--- src/rtl/trig_mod_v3.sv ---
// Level/edge trigger generator for the ADC capture path: signed conversion, Schmitt
// comparator with hysteresis, edge selection, arm/single-shot, holdoff and trigger counter.
module trig_mod_v3 #(
   parameter int DW            = 14,
   parameter int OFFSET_BINARY = 1,
   parameter int HO_W          = 16,
   parameter int CNT_W         = 16
) (
   input  logic             clk,
   input  logic             rst_n,
   input  logic [DW-1:0]    ain,
   input  logic [DW-1:0]    trg_level,
   input  logic [DW-2:0]    hyst,
   input  logic [1:0]       mode,
   input  logic [HO_W-1:0]  holdoff,
   input  logic             single,
   input  logic             arm,
   input  logic             disarm,
   output logic             trg,
   output logic             armed,
   output logic [CNT_W-1:0] trg_count
);

   typedef enum logic [1:0] {
      IDLE    = 2'd0,
      ARMED   = 2'd1,
      HOLDOFF = 2'd2
   } state_t;

   state_t            state_r, state_next_s;
   logic [DW-1:0]     conv_s;
   logic [DW-1:0]     sample_r;
   logic signed [DW:0] sample_ext_s, upper_s, lower_s;
   logic              ge_upper_s, le_lower_s;
   logic              hi_r, hi_next_s, primed_r;
   logic              rise_r, fall_r, event_sel_s;
   logic [HO_W-1:0]   ho_cnt_r, ho_cnt_next_s;
   logic [CNT_W-1:0]  count_r, count_next_s;
   logic              trg_r, trg_next_s, armed_r;

   // Offset-binary to two's complement: only the MSB differs.
   always_comb begin
      conv_s = ain;
      if (OFFSET_BINARY != 0) begin
         conv_s[DW-1] = ~ain[DW-1];
      end else begin
         conv_s[DW-1] = ain[DW-1];
      end
   end

   // Thresholds widened by one bit so level +/- hysteresis never wraps.
   assign sample_ext_s = $signed({sample_r[DW-1], sample_r});
   assign upper_s      = $signed({trg_level[DW-1], trg_level}) + $signed({2'b00, hyst});
   assign lower_s      = $signed({trg_level[DW-1], trg_level}) - $signed({2'b00, hyst});
   assign ge_upper_s   = (sample_ext_s >= upper_s);
   assign le_lower_s   = (sample_ext_s <= lower_s);

   // Schmitt decision: outside the band forces the state, inside holds it.
   always_comb begin
      hi_next_s = hi_r;
      if (ge_upper_s) begin
         hi_next_s = 1'b1;
      end else if (le_lower_s) begin
         hi_next_s = 1'b0;
      end else begin
         hi_next_s = hi_r;
      end
   end

   // Sample, Schmitt state and edge-event pipeline registers.
   always_ff @(posedge clk or negedge rst_n) begin
      if (!rst_n) begin
         sample_r <= {DW{1'b0}};
         hi_r     <= 1'b0;
         primed_r <= 1'b0;
         rise_r   <= 1'b0;
         fall_r   <= 1'b0;
      end else begin
         sample_r <= conv_s;
         hi_r     <= hi_next_s;
         primed_r <= primed_r | ge_upper_s | le_lower_s;
         rise_r   <= primed_r & ~hi_r & hi_next_s;
         fall_r   <= primed_r & hi_r & ~hi_next_s;
      end
   end

   // Edge selection by mode.
   always_comb begin
      event_sel_s = 1'b0;
      case (mode)
         2'b00:   event_sel_s = rise_r;
         2'b01:   event_sel_s = fall_r;
         2'b10:   event_sel_s = rise_r | fall_r;
         default: event_sel_s = 1'b0;
      endcase
   end

   // Arm/trigger/holdoff FSM next-state and output decode.
   always_comb begin
      state_next_s  = state_r;
      trg_next_s    = 1'b0;
      ho_cnt_next_s = ho_cnt_r;
      count_next_s  = count_r;
      if (disarm) begin
         state_next_s  = IDLE;
         ho_cnt_next_s = {HO_W{1'b0}};
      end else begin
         case (state_r)
            IDLE: begin
               if (arm) begin
                  state_next_s = ARMED;
                  count_next_s = {CNT_W{1'b0}};
               end else begin
                  state_next_s = IDLE;
               end
            end
            ARMED: begin
               if (event_sel_s) begin
                  trg_next_s = 1'b1;
                  if (count_r != {CNT_W{1'b1}}) begin
                     count_next_s = count_r + {{(CNT_W-1){1'b0}}, 1'b1};
                  end else begin
                     count_next_s = count_r;
                  end
                  if (single) begin
                     state_next_s = IDLE;
                  end else if (holdoff == {HO_W{1'b0}}) begin
                     state_next_s = ARMED;
                  end else begin
                     state_next_s  = HOLDOFF;
                     ho_cnt_next_s = holdoff;
                  end
               end else begin
                  state_next_s = ARMED;
               end
            end
            HOLDOFF: begin
               // Leaving on count 1 blocks exactly 'holdoff' evaluations after the trigger.
               if (ho_cnt_r <= {{(HO_W-1){1'b0}}, 1'b1}) begin
                  state_next_s  = ARMED;
                  ho_cnt_next_s = {HO_W{1'b0}};
               end else begin
                  ho_cnt_next_s = ho_cnt_r - {{(HO_W-1){1'b0}}, 1'b1};
               end
            end
            default: begin
               state_next_s  = IDLE;
               ho_cnt_next_s = {HO_W{1'b0}};
            end
         endcase
      end
   end

   // FSM state, counters and registered outputs.
   always_ff @(posedge clk or negedge rst_n) begin
      if (!rst_n) begin
         state_r  <= IDLE;
         ho_cnt_r <= {HO_W{1'b0}};
         count_r  <= {CNT_W{1'b0}};
         trg_r    <= 1'b0;
         armed_r  <= 1'b0;
      end else begin
         state_r  <= state_next_s;
         ho_cnt_r <= ho_cnt_next_s;
         count_r  <= count_next_s;
         trg_r    <= trg_next_s;
         armed_r  <= (state_next_s != IDLE);
      end
   end

   assign trg       = trg_r;
   assign armed     = armed_r;
   assign trg_count = count_r;

endmodule

--- config.mk ---
export PLATFORM = sky130hd
export DESIGN_NAME = trig_mod_v3
export DESIGN_NICKNAME = d
export VERILOG_FILES = /design/src/rtl/trig_mod_v3.sv
export SDC_FILE = /design/constraint.sdc
export NUM_CORES = 1
export LEC_CHECK = 0
export BUFFER_PORTS_ARGS = -buffer_cell sky130_fd_sc_hd__clkbuf_2
export CAP_MARGIN = 40
export CORE_UTILIZATION = 52
export CTS_CLUSTER_DIAMETER = 40
export CTS_CLUSTER_SIZE = 20
export DETAILED_ROUTE_END_ITERATION = 8
export PLACE_DENSITY = 0.79
export RECOVER_POWER = 50
export REMOVE_ABC_BUFFERS = 1
export SYNTH_ARGS = -nofsm -noshare
export SYNTH_HDL_FRONTEND = slang
export SYNTH_SLANG_ARGS = --single-unit
--- constraint.sdc ---
create_clock -name clk -period 2.45 [get_ports clk]
set_input_delay 0.245 -clock clk [delete_from_list [all_inputs] [get_ports clk]]
set_output_delay 0.245 -clock clk [all_outputs]
set_load 0.005 [all_outputs]
# Word-level counts from Yosys, hierarchy flattened
# Index checks and enable logic that the tools add are counted.
# word_totals
input_bits	64
ff_bits	54
# op_classes
n_addsub	4
n_eq_ne	12
bitwise_logic	11
n_reduce_logical	7
magnitude_cmp	3
muxes	23
# op_table
operator	count
$mux W16	8
$pmux W16 S3	1
$pmux W16 S2	1
$add A16 B1 Y16 const B	1
$le A16 B1 Y1 const B	1
$logic_not A16 Y1	1
$ne A16 B16 Y1 const B	1
$sub A16 B1 Y16 const B	1
$add A14 B14 Y15	1
$ge A14 B15 Y1	1
$le A14 B15 Y1	1
$sub A14 B14 Y15	1
$mux W2	5
$ne A3 B3 Y1 const B	3
$ne A2 B2 Y1 const B	4
$mux W1	6
$pmux W2 S3	1
$reduce_and A5 Y1	1
$and A1 B1 Y1	4
$eq A2 B1 Y1 const B	2
$eq A2 B2 Y1 const B	2
$logic_not A2 Y1	2
$not A1 Y1	4
$reduce_and A4 Y1	1
3 further kinds	6

# Longest topological paths before layout
# Gate-level depths: netlist of the first run.
# logic_depth
depth_word	7
ltp_mapped	16

# Least setup slack after synthesis of the first run
# No wires, ideal clock.
# synth_path
path_type	input-to-reg
start	input port hyst[2]
end	register hi_r
slack_ns	-0.758
t_arrival_ns	3.087
cell_stages	15
setup_time_ns	0.121
n_path_buf	1
path_cell_list	inv_1 ha_1 clkbuf_1 o21bai_1 a21oi_1 o2bb2ai_1 o31ai_1 o41ai_1 o21ai_0 ha_1 nand4_1 nor3_1 o21ai_0 a211o_1 a22o_1
# synth_via
elab_chain_cells	4
# synth_lines
item	line	source
start: declaration	13	input logic [DW-2:0] hyst,
$sub A14 B14 Y15	54	assign lower_s = $signed({trg_level[DW-1], trg_level}) - $signed({2'b00, hyst});
$le A14 B15 Y1	56	assign le_lower_s = (sample_ext_s <= lower_s);
$mux W1	63	end else if (le_lower_s) begin
$mux W1 (*)	61	if (ge_upper_s) begin
named net hi_next_s	35	logic hi_r, hi_next_s, primed_r;
end signal: assignment	80	hi_r <= hi_next_s;
end: declaration	35	
# Mark *: on every way through the listed nets, which the timed path passes. The rest lies on a longest branch.
# A chain may end at the register's enable or synchronous reset.

# Worst setup path in the final report of the first run
# layout_path
start	input port trg_level[0]
end	register hi_r
# layout_via
elab_chain_cells	4
# layout_lines
item	line	source
start: declaration	12	input logic [DW-1:0] trg_level,
$sub A14 B14 Y15	54	
$le A14 B15 Y1	56	
$mux W1	63	
$mux W1 (*)	61	
named net hi_next_s	35	
# Marked as above.

==> summary.md, run 1 <==
| Metric | Value |
|---|---|
| Status | finished with violations |
| Violated checks | negative setup slack |
| Power per cell area | 430.3 nW/um^2 |
| Final WS setup | -0.4706 ns |
| Hold slack | 0.01932 ns |
| Dpl hpwl | 9816 um |
| Synth Flop Type | dfrtp_1 |
| Synth Register Bits | 54 |
| CP Depth | 18 |
| Worst Path Class, Setup | in -> reg |
| Worst path slowest cell | fa_2 |
| Nets | 848 |
| EDFF count, synth | 0 |
| Final Total Pwr | 0.002738 W |
| Top-area cell type share of the netlist area | 0.2785 |
| Total track usage | 0.2660 |
| Delay-heaviest family, CP | compound AO/OA/AOI/OAI gates |
| RSZ-0062 raised after global routing | yes |
| Initial Utilization | 0.5457 |
| Startpoint type of the worst setup path | primary input |
| Number of global-route vias before repair | 4950 |
| First-pass GRT wire length | 21460 um |
| Post-synthesis sequential area ratio | 0.2785 |
| Synth Area per Inst | 8.573 sq um |
| DIE WIDTH | 98.60 um |
| Crit-path cells | buf_8, inv_4, ha_4, fa_2, nor2b_2, o21ai_2, a21o_1, a311oi_1, buf_4, o211ai_1, nor3b_2, ha_1, o21ai_1, o21ai_1, a211oi_2, o21a_1, a21oi_2, a22o_1 |
| Root Buffer | clkbuf_8 |
| Post-synth ARST share | 1.000 |
| Clock tree from TritonCTS | done |
| Routed Wire Length | 13150 um |
| DP Area | 5884 sq um |
| Grt total ovfl | 0 |
| Reg-to-reg slack, setup | 0.08 ns |
| Achievable Freq | 0.3424 GHz |
| DR pass1 iterations | 5 |
| 1st-iter DRT viols | 169 |
| Largest net degree at the start of global routing | 33 |
| Core Box Area | 8891 sq um |
| Wire per inst | 15.88 um |
| Fin Clk Skew | 0.009917 ns |
| Buf/Inv on CP | 3 |
| Crit Reg-Reg Endpoint | ho_cnt_r[6]$_DFFE_PN0P_ |
| Worst VDD drop | 0.4293 mV |
| Clock-pin slew on the worst setup and hold paths | 0.11 ns |
| Worst setup EP type | register |
| Most frequent cell after synthesis | ha_1 |
| Hold Path Class | in -> reg |
| # diodes | 0 |
| I/O Buffers | 81 |
| Worst R2R Path Depth | 6 |
| Setup crit end | hi_r$_DFF_PN0_ |
| Global placement routability congestion | 0.8881 |
| Clock sinks | 54 |
| Antenna violations before repair | 0 |
| CP startpoint | trg_level[0] |
| Static Leak | 3.049 nW |
| Slew headroom | 0.2000 |
| Gate Count Post-Synth | 566 |
| Max-slew violations | 0 |
| TritonCTS buffer count | 5 |
| Tmin final | 2.921 ns |
| Worst-Skew Late Latency | 0.32 ns |
| Final Cycle Share | 1.192 |
| Post-route cell area | 6364 sq um |
| Yosys warns | 0 |
| # rows | 34 |
| Hold Fails Final Rpt | 0 |
| Largest area contributor in the netlist | dfrtp_1 |
| Synth cell types | 65 |
| Worst Tran Pin Value | 1.200 ns |
| Crit-path max cell delay | 0.35 ns |
| Max-Cap Viols | 0 |
| Syn Std Cell Area | 4852 sq um |
| Critical Path RT | 2.66 ns |
| Area contributors post-synth | dfrtp_1 28%, ha_1 16%, xnor2_1 3.6%, nor2_1 3.4%, inv_1 3.1% |
| FF-to-FF Start | ho_cnt_r[14]$_DFFE_PN0P_ |
| Final ANT Viol Nets | 0 |
| Final setup viols | 4 |
| Share of layout cells above drive strength 1 | 0.3278 |
| Worst EP arrival | 3.13 ns |
| Drt via density | 5.970 |
| Die height | 98.60 um |
| CTS H-tree depth | 2 |
| Ports | 82 |
| Drt drc | 0 |
| Clock Path Buffers | 2 |
| Area growth, synth to finish | 31.15% |
| DR vias | 4943 |
| Worst-path fanout max | 3 |
| Die Area | 9721 sq um |
| Synth top cells by count | 63 x ha_1, 54 x dfrtp_1, 44 x nor2_1 |
| CP most frequent cell | o21ai_1 |
## kinds of logic after synthesis
group / share of synthesized area
simple gates: 0.2210
compound gates: 0.2094
fa+ha+maj: 0.1707
buf+inv: 0.04977
flops: 0.2785
xor+xnor: 0.05235
mux: 0.01831
## through the flow
stage | worst slack [ns] | std cells | setup TNS (ns) | util
floorplan | -0.6563 | 546 | -3.477 | -
global placement | -0.9382 | 811 | -3.575 | 0.6618
detailed placement | -1.121 | 811 | -4.234 | 0.6618
CTS | -0.5169 | 823 | -1.788 | 0.6905
global route | -0.6173 | 828 | -2.341 | 0.7157
finish | -0.4706 | 828 | -1.687 | 0.7157
## state kept, by name, summed over array words and instances (netlist names)
| signal | flops |
|---|---|
| ho_cnt_r | 16 |
| state_r | 2 |
| hi_r | 1 |
| trg_count | 16 |
| trg | 1 |
| sample_r | 14 |
| fall_r | 1 |
| primed_r | 1 |
| rise_r | 1 |
| armed | 1 |
## per-layer routing
| metal | global-route usage | vias to the layer above | share of wire |
|---|---|---|---|
| li1 | - | 2389 | - |
| met5 | 0 | - | 0 |
| met3 | 0.02837 | 23 | 0.041 |
| met1 | 0.3245 | 2372 | 0.42 |
| met2 | 0.4946 | 159 | 0.53 |
| met4 | 0.07692 | 0 | 0.015 |
## final cells by class
type | instances | area, sq um
Clock buffer | 5 | 68.82
Clock inverter | 3 | 23.77
Fill cell | 679 | 2527
Inverter | 40 | 157.7
Multi-Input combinational cell | 452 | 3546
Sequential cell | 54 | 1351
Tap cell | 108 | 135.1
Timing Repair Buffer | 166 | 1081
## placed cells by master, fill, tap and decap left out, drive strengths merged, types with 3 or more instances in the layout
cell,n
a22o,10
or4,3
mux2,7
o21bai,4
and4,3
o21a,5
a311oi,3
o21ai,31
nand2b,6
or3,4
and3,4
inv,41
a32oi,3
a211oi,8
or4b,3
clkbuf,82
nor2b,14
nor3,19
or2,6
nor3b,6
xnor2,20
a21oi,28
nand3,26
nor4,12
nor2,44
o211ai,7
a21o,9
a22oi,7
xor2,9
dfrtp,54
o31ai,4
ha,63
nand4,11
a211o,3
nand2,36
buf,88
o2bb2ai,6
## what timing repair did
action / in CTS / in global routing
hold endpoints to repair: 22 / 0
resized for setup: 32 / 48
setup endpoints to repair: 4 / 6
pin swaps: 27 / 38
setup buffers: 3 / 5
hold buffers: 1 / 0
## worst min path at each step
stage                  from  cells after the start                 endpoint
detailed placement    rst_n                      1  ho_cnt_r[0]$_DFFE_PN0P_
CTS                 ain[10]                      1   sample_r[10]$_DFF_PN0_
floorplan             rst_n                      0          armed$_DFF_PN0_
global placement      rst_n                      1  ho_cnt_r[0]$_DFFE_PN0P_
global route         ain[9]                      1    sample_r[9]$_DFF_PN0_
finish              ain[10]                      1   sample_r[10]$_DFF_PN0_
## power by group
part / switching (W) / leakage, nW / internal (W)
Combinational: 0.000661 / 2.30 / 0.000591
Sequential: 0.0000291 / 0.708 / 0.000929
Clock: 0.000322 / 0.0408 / 0.000205
No activity file was read; power rests on OpenSTA's default activity.
==> inputs of run 2 (changes only) <==
Settings changed: CORE_UTILIZATION 52 to 46, CTS_CLUSTER_DIAMETER 40 to default, PLACE_DENSITY 0.79 to 0.71, SKIP_CTS_REPAIR_TIMING from default to 1.
==> run 2 against run 1 <==
Net effect: the flow still finishes with violations (negative setup slack); first-iteration DRC count rose by 17%; critical path depth shrank 2; worst setup slack worse by 0.091 ns; cell area shrank 0.16%; wire length is 3.7% lower; worst hold slack better by 0.0091 ns; sequential power barely moved; clock power up 2%; combinational power about the same; largest cell class unchanged.
==> summary.md, run 2 (synthesis results as in run 1) <==
| Metric | Value |
|---|---|
| Clock power share | 0.197 |
| Root Buffer | clkbuf_8 |
| Number of global-route vias before repair | 4621 |
| Initial Utilization | 0.4721 |
| Buf/Inv on CP | 2 |
| Largest net degree at the start of global routing | 41 |
| Fin Clk Skew | 0.01008 ns |
| Final setup viols | 4 |
| RSZ-0062 raised after global routing | yes |
| Startpoint type of the worst setup path | primary input |
| Area growth, synth to finish | 30.94% |
| Seq pwr share | 0.350 |
| Violated checks | negative setup slack |
| Antenna violations before repair | 0 |
| # rows | 37 |
| Pint | 0.001751 W |
| Dpl hpwl | 9664 um |
| Pre-CTS setup slack | -1.108 ns |
| Commonest non-fill, non-tap cell in the layout | buf_4 |
| Worst Path Class, Setup | in -> reg |
| Total track usage | 0.2249 |
| Wire per inst | 14.84 um |
| Worst path slowest cell | o41a_1 |
| Final ANT Viol Nets | 0 |
| Critical Path RT | 2.65 ns |
| Crit-path max cell delay | 0.42 ns |
| Core Box Area | 10280 sq um |
| Hold Path Class | in -> reg |
| Final Total Pwr | 0.002734 W |
| Worst Hold Path Cells | 1 |
| Routed Wire Length | 12660 um |
| CP most frequent cell | a21oi_2 |
| DR pass1 iterations | 4 |
| Worst VDD drop | 0.3027 mV |
| # diodes | 0 |
| Max-Cap Viols | 0 |
| Delay-heaviest family, CP | compound AO/OA/AOI/OAI gates |
| Clock sinks | 54 |
| Worst Tran Pin Value | 1.015 ns |
| Static Leak | 3.042 nW |
| Drt via density | 5.607 |
| 1st-iter DRT viols | 198 |
| Slew headroom | 0.3231 |
| First-pass GRT wire length | 20740 um |
| Worst setup EP type | register |
| Clock-pin slew on the worst setup and hold paths | 0.10 ns |
| Commonest cells after routing, fill and taps aside | 80 x buf_4, 77 x clkbuf_2, 59 x ha_1 |
| Nets | 845 |
| I/O Buffers | 81 |
| Grt total ovfl | 0 |
| Worst R2R Path Depth | 6 |
| DR vias | 4783 |
| Worst-path fanout max | 3 |
| CTS H-tree depth | 2 |
| Final Cycle Share | 1.229 |
| Die Area | 10960 sq um |
| Status | finished with violations |
| CP Depth | 16 |
| Logic pwr share | 0.452 |
| Crit-path cells | buf_8, inv_6, ha_4, nor2b_4, o31a_1, o41a_1, a31o_2, a211o_1, o211ai_1, ha_1, a21oi_2, nor2b_1, a211oi_1, o21a_1, a21oi_2, a22o_1 |
| Hold Fails Final Rpt | 0 |
| Global placement routability congestion | 0.9122 |
| Clock tree from TritonCTS | done |
| Max-slew violations | 0 |
| Die height | 104.7 um |
| Worst-Skew Late Latency | 0.31 ns |
| Power per cell area | 430.3 nW/um^2 |
| Share of layout cells above drive strength 1 | 0.3236 |
| Tmin final | 3.012 ns |
| P_sw | 0.0009829 W |
| Switching share of power | 0.3595 |
| Total negative slack | -1.989 ns |
| Ports | 82 |
| DIE WIDTH | 104.7 um |
| Final WS setup | -0.5618 ns |
| Achievable Freq | 0.3320 GHz |
| Drt drc | 0 |
| TritonCTS buffer count | 5 |
| Clock Path Buffers | 2 |
| Worst EP arrival | 3.21 ns |
## run 2: changes by cell type in the layout (fill, tap and decap cells not counted), sizes merged
| cell | change |
|---|---|
| clkinvlp | -1 |
| clkbuf | +3 |
| buf | -5 |
## run 2: worst register-to-register path: cells and delay by family (launching register included)
kind,cells,cell delay [ns]
AOI/OAI and AO/OA,3,0.61
DFF,1,0.40
and+or+nand+nor,3,1.23
## run 2: worst paths after layout
| kind | from | end | slack (ns) |
|---|---|---|---|
| min | ain[1] | sample_r[1]$_DFF_PN0_ | 0.03 |
| max in group asynchronous | rst_n | state_r[0]$_DFF_PN0_ | 0.46 |
| max | hyst[1] | hi_r$_DFF_PN0_ | -0.56 |
| max reg2reg | ho_cnt_r[14]$_DFFE_PN0P_ | ho_cnt_r[15]$_DFFE_PN0P_ | 0.10 |
| min reg2reg | hi_r$_DFF_PN0_ | rise_r$_DFF_PN0_ | 0.49 |
| min in group asynchronous | rst_n | trg_count[6]$_DFFE_PN0P_ | 0.52 |
## run 2: cell type report
class / instances / area [sq um]
Clock buffer: 6 / 82.58
Timing Repair Buffer: 163 / 1041
Clock inverter: 2 / 16.27
Inverter: 40 / 155.1
Multi-Input combinational cell: 452 / 3537
Fill cell: 915 / 3924
Sequential cell: 54 / 1351
Tap cell: 136 / 170.2
## run 2: metrics by stage
step	util	area, sq um	hold WS, ns	cells
floorplan	-	4761	-0.05059	546
detailed placement	0.5760	5919	0.1884	839
finish	0.6182	6354	0.02842	853
global route	0.6182	6354	0.01457	853
CTS	0.5856	6018	-0.1515	847
global placement	0.5760	5919	0.1817	839
## run 2: per-layer routing
metal  vias up  global-route usage  part of all wire
met5         -                   0                 0
met4         0             0.04628             0.021
met3        26             0.02433             0.040
met2       136              0.4134              0.50
met1      2230              0.2827              0.44
li1       2391                   -                 -
## run 2: power by group through the flow
stage               Sequential [W]  Clock, W  Combinational, W
floorplan                 0.000975         0          0.000646
global placement          0.000974         0           0.00105
detailed placement        0.000975         0           0.00108
finish                    0.000957  0.000540           0.00124
global route              0.000961  0.000585           0.00138
CTS                       0.000957  0.000552           0.00109
